## src/rtl/matrix_uart_printer.sv

```systemverilog
// ---------------------------------------------------------------------------
// matrix_uart_printer
//   Prints an m x n matrix of unsigned bytes as ASCII decimal text over a
//   valid/ready byte stream. Elements are read row-major from a synchronous
//   storage port (read data one cycle after the strobe). Elements are
//   separated by a space, and every row ends with CR LF. A one-cycle done
//   pulse follows the final LF (it serves as uart_tx_done).
//
// Ports
//   clk, rst_n            clock, asynchronous active-low reset
//   start                 one-cycle request; ignored while a print is running
//   dim_m, dim_n          row / column count (legal range 1..MAX_DIM)
//   base_addr             storage address of element (0,0)
//   mem_rd_en, mem_addr   storage read strobe and address
//   mem_rdata             storage read data (one cycle after mem_rd_en)
//   tx_data, tx_valid     byte offered to the UART transmitter
//   tx_ready              transmitter accepts tx_data when high with tx_valid
//   busy                  print in progress
//   done                  one-cycle completion pulse
// ---------------------------------------------------------------------------
module matrix_uart_printer #(
  parameter int ADDR_W  = 6,
  parameter int MAX_DIM = 5
) (
  input  logic              clk,
  input  logic              rst_n,
  input  logic              start,
  input  logic [2:0]        dim_m,
  input  logic [2:0]        dim_n,
  input  logic [ADDR_W-1:0] base_addr,
  output logic              mem_rd_en,
  output logic [ADDR_W-1:0] mem_addr,
  input  logic [7:0]        mem_rdata,
  output logic [7:0]        tx_data,
  output logic              tx_valid,
  input  logic              tx_ready,
  output logic              busy,
  output logic              done
);

  localparam logic [2:0]        MAX_DIM_C = MAX_DIM[2:0];
  localparam logic [ADDR_W-1:0] ADDR_ONE  = {{(ADDR_W-1){1'b0}}, 1'b1};

  typedef enum logic [3:0] {
    ST_IDLE     = 4'd0,
    ST_FETCH    = 4'd1,
    ST_WAIT     = 4'd2,
    ST_CONV     = 4'd3,
    ST_SEND_DIG = 4'd4,
    ST_SEND_SP  = 4'd5,
    ST_SEND_CR  = 4'd6,
    ST_SEND_LF  = 4'd7,
    ST_DONE     = 4'd8
  } state_t;

  state_t            state_r;
  logic [2:0]        m_r;
  logic [2:0]        n_r;
  logic [2:0]        row_r;
  logic [2:0]        col_r;
  logic [7:0]        val_r;
  logic [1:0]        dig_idx_r;     // 0 = hundreds, 1 = tens, 2 = ones
  logic              mem_rd_en_r;
  logic [ADDR_W-1:0] mem_addr_r;
  logic [7:0]        tx_data_r;
  logic              tx_valid_r;
  logic              busy_r;
  logic              done_r;

  logic              legal_s;
  logic [11:0]       bcd_s;         // {hundreds, tens, ones}

  // Splits a byte into three BCD digits using compare/subtract steps only.
  function automatic logic [11:0] to_bcd(input logic [7:0] v);
    logic [7:0] rem;
    logic [3:0] hun;
    logic [3:0] ten;
    rem = v;
    ten = 4'd0;
    if (rem >= 8'd200) begin
      hun = 4'd2;
      rem = rem - 8'd200;
    end else if (rem >= 8'd100) begin
      hun = 4'd1;
      rem = rem - 8'd100;
    end else begin
      hun = 4'd0;
    end
    // Remainder is now below 100, so at most nine tens can be removed.
    for (int i = 0; i < 9; i++) begin
      if (rem >= 8'd10) begin
        ten = ten + 4'd1;
        rem = rem - 8'd10;
      end else begin
        ten = ten;
      end
    end
    return {hun, ten, rem[3:0]};
  endfunction

  // ASCII code of the digit at position idx of a BCD triple.
  function automatic logic [7:0] dig_ascii(input logic [11:0] bcd, input logic [1:0] idx);
    logic [3:0] d;
    case (idx)
      2'd0:    d = bcd[11:8];
      2'd1:    d = bcd[7:4];
      default: d = bcd[3:0];
    endcase
    return 8'h30 + {4'h0, d};
  endfunction

  // Dimension legality and digit split of the latched element.
  always_comb begin
    legal_s = (dim_m != 3'd0) && (dim_n != 3'd0) &&
              (dim_m <= MAX_DIM_C) && (dim_n <= MAX_DIM_C);
    bcd_s   = to_bcd(val_r);
  end

  // Print sequencer with registered outputs.
  always_ff @(posedge clk or negedge rst_n) begin
    if (!rst_n) begin
      state_r     <= ST_IDLE;
      m_r         <= 3'd0;
      n_r         <= 3'd0;
      row_r       <= 3'd0;
      col_r       <= 3'd0;
      val_r       <= 8'd0;
      dig_idx_r   <= 2'd0;
      mem_rd_en_r <= 1'b0;
      mem_addr_r  <= {ADDR_W{1'b0}};
      tx_data_r   <= 8'd0;
      tx_valid_r  <= 1'b0;
      busy_r      <= 1'b0;
      done_r      <= 1'b0;
    end else begin
      case (state_r)
        ST_IDLE: begin
          done_r <= 1'b0;
          if (start) begin
            busy_r <= 1'b1;
            m_r    <= dim_m;
            n_r    <= dim_n;
            row_r  <= 3'd0;
            col_r  <= 3'd0;
            if (legal_s) begin
              mem_rd_en_r <= 1'b1;
              mem_addr_r  <= base_addr;
              state_r     <= ST_FETCH;
            end else begin
              // DONE raises the pulse one cycle later, giving busy its single cycle.
              state_r <= ST_DONE;
            end
          end else begin
            state_r <= ST_IDLE;
          end
        end
        ST_FETCH: begin
          mem_rd_en_r <= 1'b0;
          state_r     <= ST_WAIT;
        end
        ST_WAIT: begin
          val_r   <= mem_rdata;
          state_r <= ST_CONV;
        end
        ST_CONV: begin
          // Skip leading zeros; a zero value still prints its ones digit.
          if (bcd_s[11:8] != 4'd0) begin
            dig_idx_r <= 2'd0;
            tx_data_r <= dig_ascii(bcd_s, 2'd0);
          end else if (bcd_s[7:4] != 4'd0) begin
            dig_idx_r <= 2'd1;
            tx_data_r <= dig_ascii(bcd_s, 2'd1);
          end else begin
            dig_idx_r <= 2'd2;
            tx_data_r <= dig_ascii(bcd_s, 2'd2);
          end
          tx_valid_r <= 1'b1;
          state_r    <= ST_SEND_DIG;
        end
        ST_SEND_DIG: begin
          if (tx_ready) begin
            if (dig_idx_r != 2'd2) begin
              dig_idx_r <= dig_idx_r + 2'd1;
              tx_data_r <= dig_ascii(bcd_s, dig_idx_r + 2'd1);
            end else if (col_r != (n_r - 3'd1)) begin
              tx_data_r <= 8'h20;
              state_r   <= ST_SEND_SP;
            end else begin
              tx_data_r <= 8'h0D;
              state_r   <= ST_SEND_CR;
            end
          end else begin
            state_r <= ST_SEND_DIG;
          end
        end
        ST_SEND_SP: begin
          if (tx_ready) begin
            tx_valid_r  <= 1'b0;
            col_r       <= col_r + 3'd1;
            mem_addr_r  <= mem_addr_r + ADDR_ONE;
            mem_rd_en_r <= 1'b1;
            state_r     <= ST_FETCH;
          end else begin
            state_r <= ST_SEND_SP;
          end
        end
        ST_SEND_CR: begin
          if (tx_ready) begin
            tx_data_r <= 8'h0A;
            state_r   <= ST_SEND_LF;
          end else begin
            state_r <= ST_SEND_CR;
          end
        end
        ST_SEND_LF: begin
          if (tx_ready) begin
            tx_valid_r <= 1'b0;
            col_r      <= 3'd0;
            if (row_r == (m_r - 3'd1)) begin
              busy_r  <= 1'b0;
              done_r  <= 1'b1;
              state_r <= ST_DONE;
            end else begin
              // Row-major storage: the next row's first element follows the last one.
              row_r       <= row_r + 3'd1;
              mem_addr_r  <= mem_addr_r + ADDR_ONE;
              mem_rd_en_r <= 1'b1;
              state_r     <= ST_FETCH;
            end
          end else begin
            state_r <= ST_SEND_LF;
          end
        end
        ST_DONE: begin
          if (done_r) begin
            done_r  <= 1'b0;
            state_r <= ST_IDLE;
          end else begin
            done_r <= 1'b1;
            busy_r <= 1'b0;
          end
        end
        default: begin
          state_r     <= ST_IDLE;
          mem_rd_en_r <= 1'b0;
          tx_valid_r  <= 1'b0;
          busy_r      <= 1'b0;
          done_r      <= 1'b0;
        end
      endcase
    end
  end

  assign mem_rd_en = mem_rd_en_r;
  assign mem_addr  = mem_addr_r;
  assign tx_data   = tx_data_r;
  assign tx_valid  = tx_valid_r;
  assign busy      = busy_r;
  assign done      = done_r;

endmodule

```

## config.mk

```make
export PLATFORM = sky130hd
export DESIGN_NAME = matrix_uart_printer
export DESIGN_NICKNAME = d
export VERILOG_FILES = /design/src/rtl/matrix_uart_printer.sv
export SDC_FILE = /design/constraint.sdc
export NUM_CORES = 1
export LEC_CHECK = 0
export ABC_AREA = 1
export CELL_PAD_IN_SITES_DETAIL_PLACEMENT = 1
export CELL_PAD_IN_SITES_GLOBAL_PLACEMENT = 1
export CORE_MARGIN = 1.5
export CORE_UTILIZATION = 25
export DETAILED_ROUTE_END_ITERATION = 12
export MAX_ROUTING_LAYER = met4
export PLACE_DENSITY = 0.66
export SYNTH_ARGS = -nofsm -noshare
export SYNTH_HDL_FRONTEND = slang
export SYNTH_SLANG_ARGS = --single-unit
```

## constraint.sdc

```tcl
create_clock -name clk -period 7.4 [get_ports clk]
set_input_delay 1.48 -clock clk [delete_from_list [all_inputs] [get_ports clk]]
set_output_delay 1.48 -clock clk [all_outputs]
set_load 0.05 [all_outputs]
```

; After elaboration in Yosys (flattened, before gate mapping)
; Index checks and enable logic that the tools add are counted.
[totals]
ff_bits = 44
out_inout_bits = 18
word_cells = 198
inputBits = 24
[op_classes]
n_lt_le_gt_ge = 13
muxes = 87
n_eq_ne = 25
addsub = 29
bitwise_logic = 3
n_reduce_logical = 28
[ops]
columns = operator, count
row1 = $mux 4, 27
row2 = $mux 8, 12
row3 = $ge 8x4->1 const B, 9
row4 = $sub 8x4->8 const B, 8
row5 = $mux 6, 6
row6 = $pmux 4 s9, 1
row7 = $add 4x1->4 const B, 8
row8 = $add 6x4->7 const A, 4
row9 = $ne 2x2->1 const B, 12
row10 = $pmux 8 s3, 1
row11 = $mux 7, 3
row12 = $mux 3, 6
row13 = $pmux 6 s3, 1
row14 = $eq 4x3->1 const B, 4
row15 = $mux 1, 16
row16 = $mux 2, 6
row17 = $reduce_and 6->1, 2
row18 = $reduce_bool 3->1, 4
row19 = $reduce_or 6->1, 2
row20 = $pmux 3 s3, 1
row21 = $reduce_and 3->1, 3
row22 = $eq 4x2->1 const B, 2
row23 = $ge 8x7->1 const B, 1
row24 = $ge 8x8->1 const B, 1
row25 = other kinds (31), 45

; Longest topological paths before layout
; Gate-level depths: netlist of the first run.
[depth]
word_depth = 29
ltp_mapped = 76
ltp_nobuf = 75

; Worst setup path before layout of the first run
; No wires, ideal clock.
[synth_timing]
path_kind = register to register
start = register val_r[3]
end = register tx_data_r[2] (netlist: tx_data[2])
setup_ns = 0.077
period_less_slack_ns = 7.336
n_path_buf = 2
t_required_ns = 7.323
arrival_time_ns = 7.258
setup_slack_ns = 0.064
stages_incl_launch_ff = 66
path_cell_list = dfrtp_1 > inv_1 > ha_1 > nand2_1 > nor2_2 > nand2_2 > nand3_4 > buf_6 > nand3_2 > and2_1 > ha_1 > inv_1 > nor2_1 > nand4_1 > nand4_4 > nand2_1 > nand2_2 > inv_1 > (+30 left out) > nand2_1 > o21ai_0 > inv_1 > ha_1 > inv_1 > nand2_4 > nand2_2 > inv_1 > ha_1 > inv_1 > nand2_1 > nand2_1 > nand2_1 > nor2_4 > nand2_2 > nor2_2 > o21ai_1 > a21oi_1
[synth_between]
elab_chain_len = 29
elab_cells_between_ends = 75
cone_classes = add/sub (23) / order compare (11) / mux (39) / reduce/logical (2)
[synth_lines]
columns = item, line
row1 = from (decl), 61  ; logic [7:0] val_r;
row2 = from (signal assigned), 162  ; val_r <= mem_rdata;
row3 = $sub 8x7->8 / $ge 8x7->1 (equally long branches), "85, 83"
row4 = $mux 8, 83  ; end else if (rem >= 8'd100) begin
row5 = $mux 8, 80  ; if (rem >= 8'd200) begin
row6 = $sub 8x4->8 / $ge 8x4->1 (equally long branches), "93, 91"
row7 = $mux 8 / $mux 1 (equally long branches), 91  ; if (rem >= 8'd10) begin
row8 = $sub 8x4->8 (tied with other cells), 93  ; rem = rem - 8'd10;
row9 = $mux 8 / $mux 4 (equally long branches), 91
row10 = $sub 8x4->8 (tied with other cells), 93
row11 = (+13 left out), n/a
row12 = $pmux 4 s2, 104  ; case (idx)
row13 = $mux 4, 182  ; if (dig_idx_r != 2'd2) begin
row14 = $mux 4, 181  ; if (tx_ready) begin
row15 = $mux 4, 136  ; case (state_r)
row16 = $add 6x4->7, 109  ; return 8'h30 + {4'h0, d};
row17 = $mux 7, 182
row18 = $mux 8, 181
row19 = $pmux 8 s3 (*), 136
row20 = to (signal assigned), 172  ; tx_data_r <= dig_ascii(bcd_s, 2'd1);
row21 = to (signal assigned), 175  ; tx_data_r <= dig_ascii(bcd_s, 2'd2);
row22 = to (signal assigned), 184  ; tx_data_r <= dig_ascii(bcd_s, dig_idx_r + 2'd1);
row23 = to (decl), 65  ; logic [7:0] tx_data_r;
; Every way passes the cells marked *; elsewhere a longest branch is shown, timed or not. The select of a mux whose other input is x is not followed.
; A chain may end at the register's enable or synchronous reset.

; Worst setup path after layout of the first run
[layout_timing]
start = register val_r[3]
end = register tx_data_r[3] (netlist: tx_data[3])
; Same word-level chain as after synthesis.

==> results of run 1 <==
==> state kept, by name, summed over array words and instances, names as in the netlist <==
name and count:
val_r 8, mem_addr 6, tx_data 6, state_r 4, col_r 3, m_r 3, n_r 3, row_r 3
dig_idx_r 2, busy 1, done 1, mem_rd_en 1, tx_valid 1
==> critical path: cells and delay by family, from the launching register on <==
kind | cells | cell delay (ps)
AND/OR/NAND/NOR | 44 | 3930
buffers and inverters | 15 | 1250
adder cells (fa/ha/maj) | 6 | 1030
AO/OA/AOI/OAI | 5 | 640
flip-flops | 1 | 390
==> cell families after synthesis <==
group / synth area share (%)
buf+inv: 12.2
fa+ha+maj: 6.44
mux: 0.184
other cells: 0.0689
simple gates: 47.8
compound gates: 10.9
flops: 19.3
xor+xnor: 3.06
==> stage by stage <==
step	TNS (ps)	utilization, %	cell area, sq um
2_1_floorplan	0	-	5440
3_3_place_gp	-30.7	31.1	6570
3_5_place_dp	-2130	31.1	6570
4_1_cts	0	33.8	7150
5_1_grt	-2270	37.5	7930
6_report	0	37.5	7930
==> per-layer routing <==
| layer | up-vias | wire, um |
|---|---|---|
| met5 | - | 0 |
| met4 | 0 | 200 |
| met3 | 15 | 261 |
| met2 | 55 | 9200 |
| met1 | 2834 | 7610 |
| li1 | 3076 | - |
==> cells in the final DEF, fill, tap and decap left out, types with 3 or more instances in the layout <==
cell             count
a211oi_1             3
a21oi_1             27
a21oi_2              7
a21oi_4              4
a22oi_1              3
buf_4              109
buf_6                9
clkbuf_16            5
clkdlybuf4s50_1     38
dfrtp_1             42
ha_1                19
ha_4                 8
inv_1              117
inv_2               25
inv_6                3
nand2_1            200
nand2_2             59
nand2_4             30
nand2_8              4
nand3_1             57
nand3_2             16
nand3_4             17
nand4_1             22
nor2_1              56
nor2_2              12
nor2_4              21
nor3_1               7
o21ai_0             34
o21ai_1              4
o21ai_2              5
xnor2_1              5
xor2_1              11
==> final cells by class <==
class	count	area [sq um]	area share (%)
multi-input cells	664	4420	55.7
repair buffers	160	1360	17.2
flip-flops and latches	42	1050	13.3
inverters	150	588	7.42
well taps	275	344	4.34
clock buffers	6	139	1.75
clock inverters	1	30.0	0.379
==> what timing repair did <==
item	4_1_cts	5_1_grt
buffers inserted	24	33
pin swaps	35	61
resized for setup	67	126
endpoints found under the setup margin	6	6
==> how the worst max path moves through the flow <==
stage          depth (start not counted)         end
2_1_floorplan                         65  tx_data[2]
3_3_place_gp                          71  tx_data[3]
3_5_place_dp                          73  tx_data[3]
4_1_cts                               71  tx_data[2]
5_1_grt                               72  tx_data[3]
6_report                              70  tx_data[3]
==> results.tsv, run 1 <==
metric	value	unit
core	21200	sq um
drt_iter0_markers	125	
async_flop_share	100	%
syn_area	5440	sq um
antenna_found_initial	0	
gp_congestion	0.798	
finalCritPeriodShare	99.7	%
ys_types	48	
worstReg2RegEnd	tx_data[3]	
worst_setup_path_start_kind	flop	
hold_buffers	0	
required	7580	ps
syn_to_final_growth	45.7	%
cts-root-buf	clkbuf_16	
ys_top_cells_by_count	232 x nand2_1, 138 x inv_1, 70 x nand3_1	
reg2reg_from	val_r[3]	
routed_wl	17.3	mm
final_nets	1075	
cts_made_buffers	5	
finalSetupViolCount	0	
hp-class	flop to flop	
grt_pass1_vias	6125	
place_inst	1235	
yosys-top-cells-area	dfrtp_1 19%, nand2_1 16%, inv_1 9.5%	
rows	53	
worst_pin_slew	952	ps
drive_above_1_share	34.8	%
yosys.area.top_type	dfrtp_1	
clock_sinks	42	
maxCapViolations	0	
ys_warn_count	0	
pin_count	42	
num-fill-cells	2670	
synth_edf_count	0	
drt.antenna.violating_nets	0	
min_path_cells	2	
grt_max_degree	43	
r2r_cells	70	
dieWidth	151	um
hpwl	12.6	mm
worst_hold_startpoint	tx_data[4]	
use_met1	17.8	%
min_to	tx_data[4]	
slew_viol_final	0	
grt_setup_unrepaired	true	
fin_hold_ws	487	ps
ys_ff_latch	42	
finalHoldViolCount	0	
ctsHtreeMaxLevel	2	
grt_first_pass_wirelength	27.4	mm
vias	5980	
critPathMostFrequentCell	nand2_2	
yosysTopAreaCellShare	19.3	%
clock_path_buffers	2	
synth.most_common_cell	nand2_1	
reg2reg_slack	20	ps
cts_tree	built	
die_h	151	um
worstPathArrival	7560	ps
clkLatencyLatePin	290	ps
worstPathMaxFanout	7	
viasPerCell	4.61	
relSlewSlack	36.5	%
fmax	136	MHz
portBuffers	39	
grt_util_met3	1.09	%
finClkSkew	5.44	ps
cp-end-kind	flop	
floorplan.initialDensity	25.7	%
avgSynthCellArea	6.27	sq um
wl_per_cell	13.3	um
grt_overflow	0	
outcome	finished, final reports clean	
grt.met2_usage	27.6	%
crit_start	val_r[3]	
critPathSlowestCell	dfrtp_1	
critPathKind	flop to flop	
instances_no_fill	1298	
synth_flop_cell	dfrtp_1	
period_needed	7380	ps
slowest_delay	390	ps
die_area	22700	sq um
n_antenna_cell	0	
worst_slack	24.8	ps
clkTransAtPathRegs	60	ps
drc	0	
busiest_layer	met2	
synthCells	867	
post-place-ws	-402	ps
firstDrtPassIters	4	
grt_use_total	14.9	%
seq_area_frac_synth	19.3	%
Power of run 1 is not shown: default switching activity piles up to over one toggle a cycle in this logic, so the estimate is an artifact.
==> run 2, diff against run 1 <==
CORE_MARGIN = unset   (was 1.5)
==> run 2 against run 1 <==
Die area is 1.3% lower. Final cell count is 0.46% lower. Sequential share of layout area is 0.26 points higher. Worst hold slack better by 4.1 ps. Clock-buffer cell count stayed put. Core utilization is 0.73 points lower. Non-clock buffer count is 8 lower. Fmax is 1.1% higher. Design area is 2.0% lower. Via count is 0.10% lower. Setup slack better by 80 ps. Global-route usage hardly changed.
==> results.tsv, run 2 (synthesized netlist as in run 1, its figures left out) <==
metric	value	unit
drt_iter0_markers	233	
dieWidth	150	um
final_util	36.7	%
die_area	22400	sq um
drt.antenna.violating_nets	0	
critPathKind	flop to flop	
post-place-ws	-372	ps
final_cell_mix	200 x nand2_1, 115 x inv_1, 105 x buf_4	
final_nets	1068	
n_antenna_cell	0	
worst_pin_slew	965	ps
use_met1	17.9	%
syn_to_final_growth	42.9	%
die_h	150	um
cts_made_buffers	5	
cp-end-kind	flop	
firstDrtPassIters	4	
regMostFlops	val_r	
grt_max_degree	43	
grt_util_met3	1.10	%
grt_first_pass_wirelength	27.1	mm
period_needed	7300	ps
reg2reg_from	val_r[4]	
busiest_layer	met2	
instances_no_fill	1292	
hpwl	12.3	mm
finalHoldViolCount	0	
r2r_cells	66	
maxCapViolations	0	
largest_reg_flops	8	
vias	5974	
hp-class	flop to flop	
antenna_found_initial	0	
core	21200	sq um
slew_viol_final	0	
viasPerCell	4.62	
relSlewSlack	35.7	%
finalCritPeriodShare	98.6	%
worstReg2RegEnd	tx_data[2]	
floorplan.initialDensity	25.7	%
finClkSkew	5.41	ps
ctsHtreeMaxLevel	2	
worstPathArrival	7510	ps
slowest_delay	390	ps
cts-root-buf	clkbuf_16	
fin_tns_setup	0	ps
critPathMostFrequentCell	nand2_2	
required	7620	ps
clock_sinks	42	
grt_overflow	0	
wl_per_cell	13.1	um
clkTransAtPathRegs	60	ps
fmax	137	MHz
final_common_cell	nand2_1	
clock_path_buffers	2	
clkLatencyLatePin	290	ps
endpoint	tx_data[2]	
grt_setup_unrepaired	true	
cts_tree	built	
grt_use_total	14.9	%
crit_start	val_r[4]	
portBuffers	39	
finalSetupViolCount	0	
drc	0	
rows	53	
reg2reg_slack	100	ps
pin_count	42	
worst_slack	105	ps
grt_pass1_vias	6116	
grt.met2_usage	27.3	%
outcome	finished, final reports clean	
drive_above_1_share	34.3	%
routed_wl	16.9	mm
worst_setup_path_start_kind	flop	
critPathSlowestCell	dfrtp_1	
gp_congestion	0.821	
worstPathMaxFanout	8	
place_inst	1231	
==> run 2: cell count changes in the layout (fill, tap and decap cells not counted), sizes merged <==
cell,change
bufinv,-1
clkinvlp,+1
buf,-8
clkinv,+1
nand2,+1
==> run 2: metal layers <==
metal,vias to the layer above,wire length (um)
met5,-,0
met4,0,128
met1,2868,7540
met2,41,9030
li1,3054,-
met3,11,172
==> run 2: worst min-delay path by stage <==
stage          slack [ps]       end  startpoint  cells after the start
2_1_floorplan         460    m_r[2]      m_r[2]                      2
3_3_place_gp          480    m_r[2]      m_r[2]                      2
3_5_place_dp          490    m_r[2]      m_r[2]                      2
4_1_cts               500    m_r[2]      m_r[2]                      2
5_1_grt               530    m_r[2]      m_r[2]                      2
6_report              490  tx_valid    tx_valid                      2
==> run 2: what timing repair did <==
item,4_1_cts,5_1_grt
endpoints found under the setup margin,6,6
buffers inserted,18,34
hold buffers,0,0
gates cloned,1,0
gates resized for setup,42,135
pin swaps,25,82
endpoints found under the hold margin,0,0
==> run 2: layout make-up <==
type                            count  area, sq um
Sequential cell                    42         1050
Tap cell                          275          344
Clock buffer                        6          139
Multi-Input combinational cell    665         4370
Timing Repair Buffer              152         1280
Inverter                          150          577
Clock inverter                      2         12.5
Fill cell                        2653        13400
==> run 2: worst max-delay path: cells and delay by family, from the launching register on <==
| family | cells | cell delay [ps] |
|---|---|---|
| AND/OR/NAND/NOR | 48 | 4560 |
| adder cells (fa/ha/maj) | 4 | 730 |
| AO/OA/AOI/OAI | 4 | 580 |
| flip-flops | 1 | 390 |
| buffers and inverters | 10 | 910 |
==> run 2: per-stage QoR <==
stage / hold WS, ps / instance area (sq um)
2_1_floorplan: 462 / 5440
3_3_place_gp: 476 / 6540
3_5_place_dp: 486 / 6540
4_1_cts: 502 / 6970
5_1_grt: 526 / 7770
6_report: 491 / 7770
Power of run 2 is left out for the same reason.
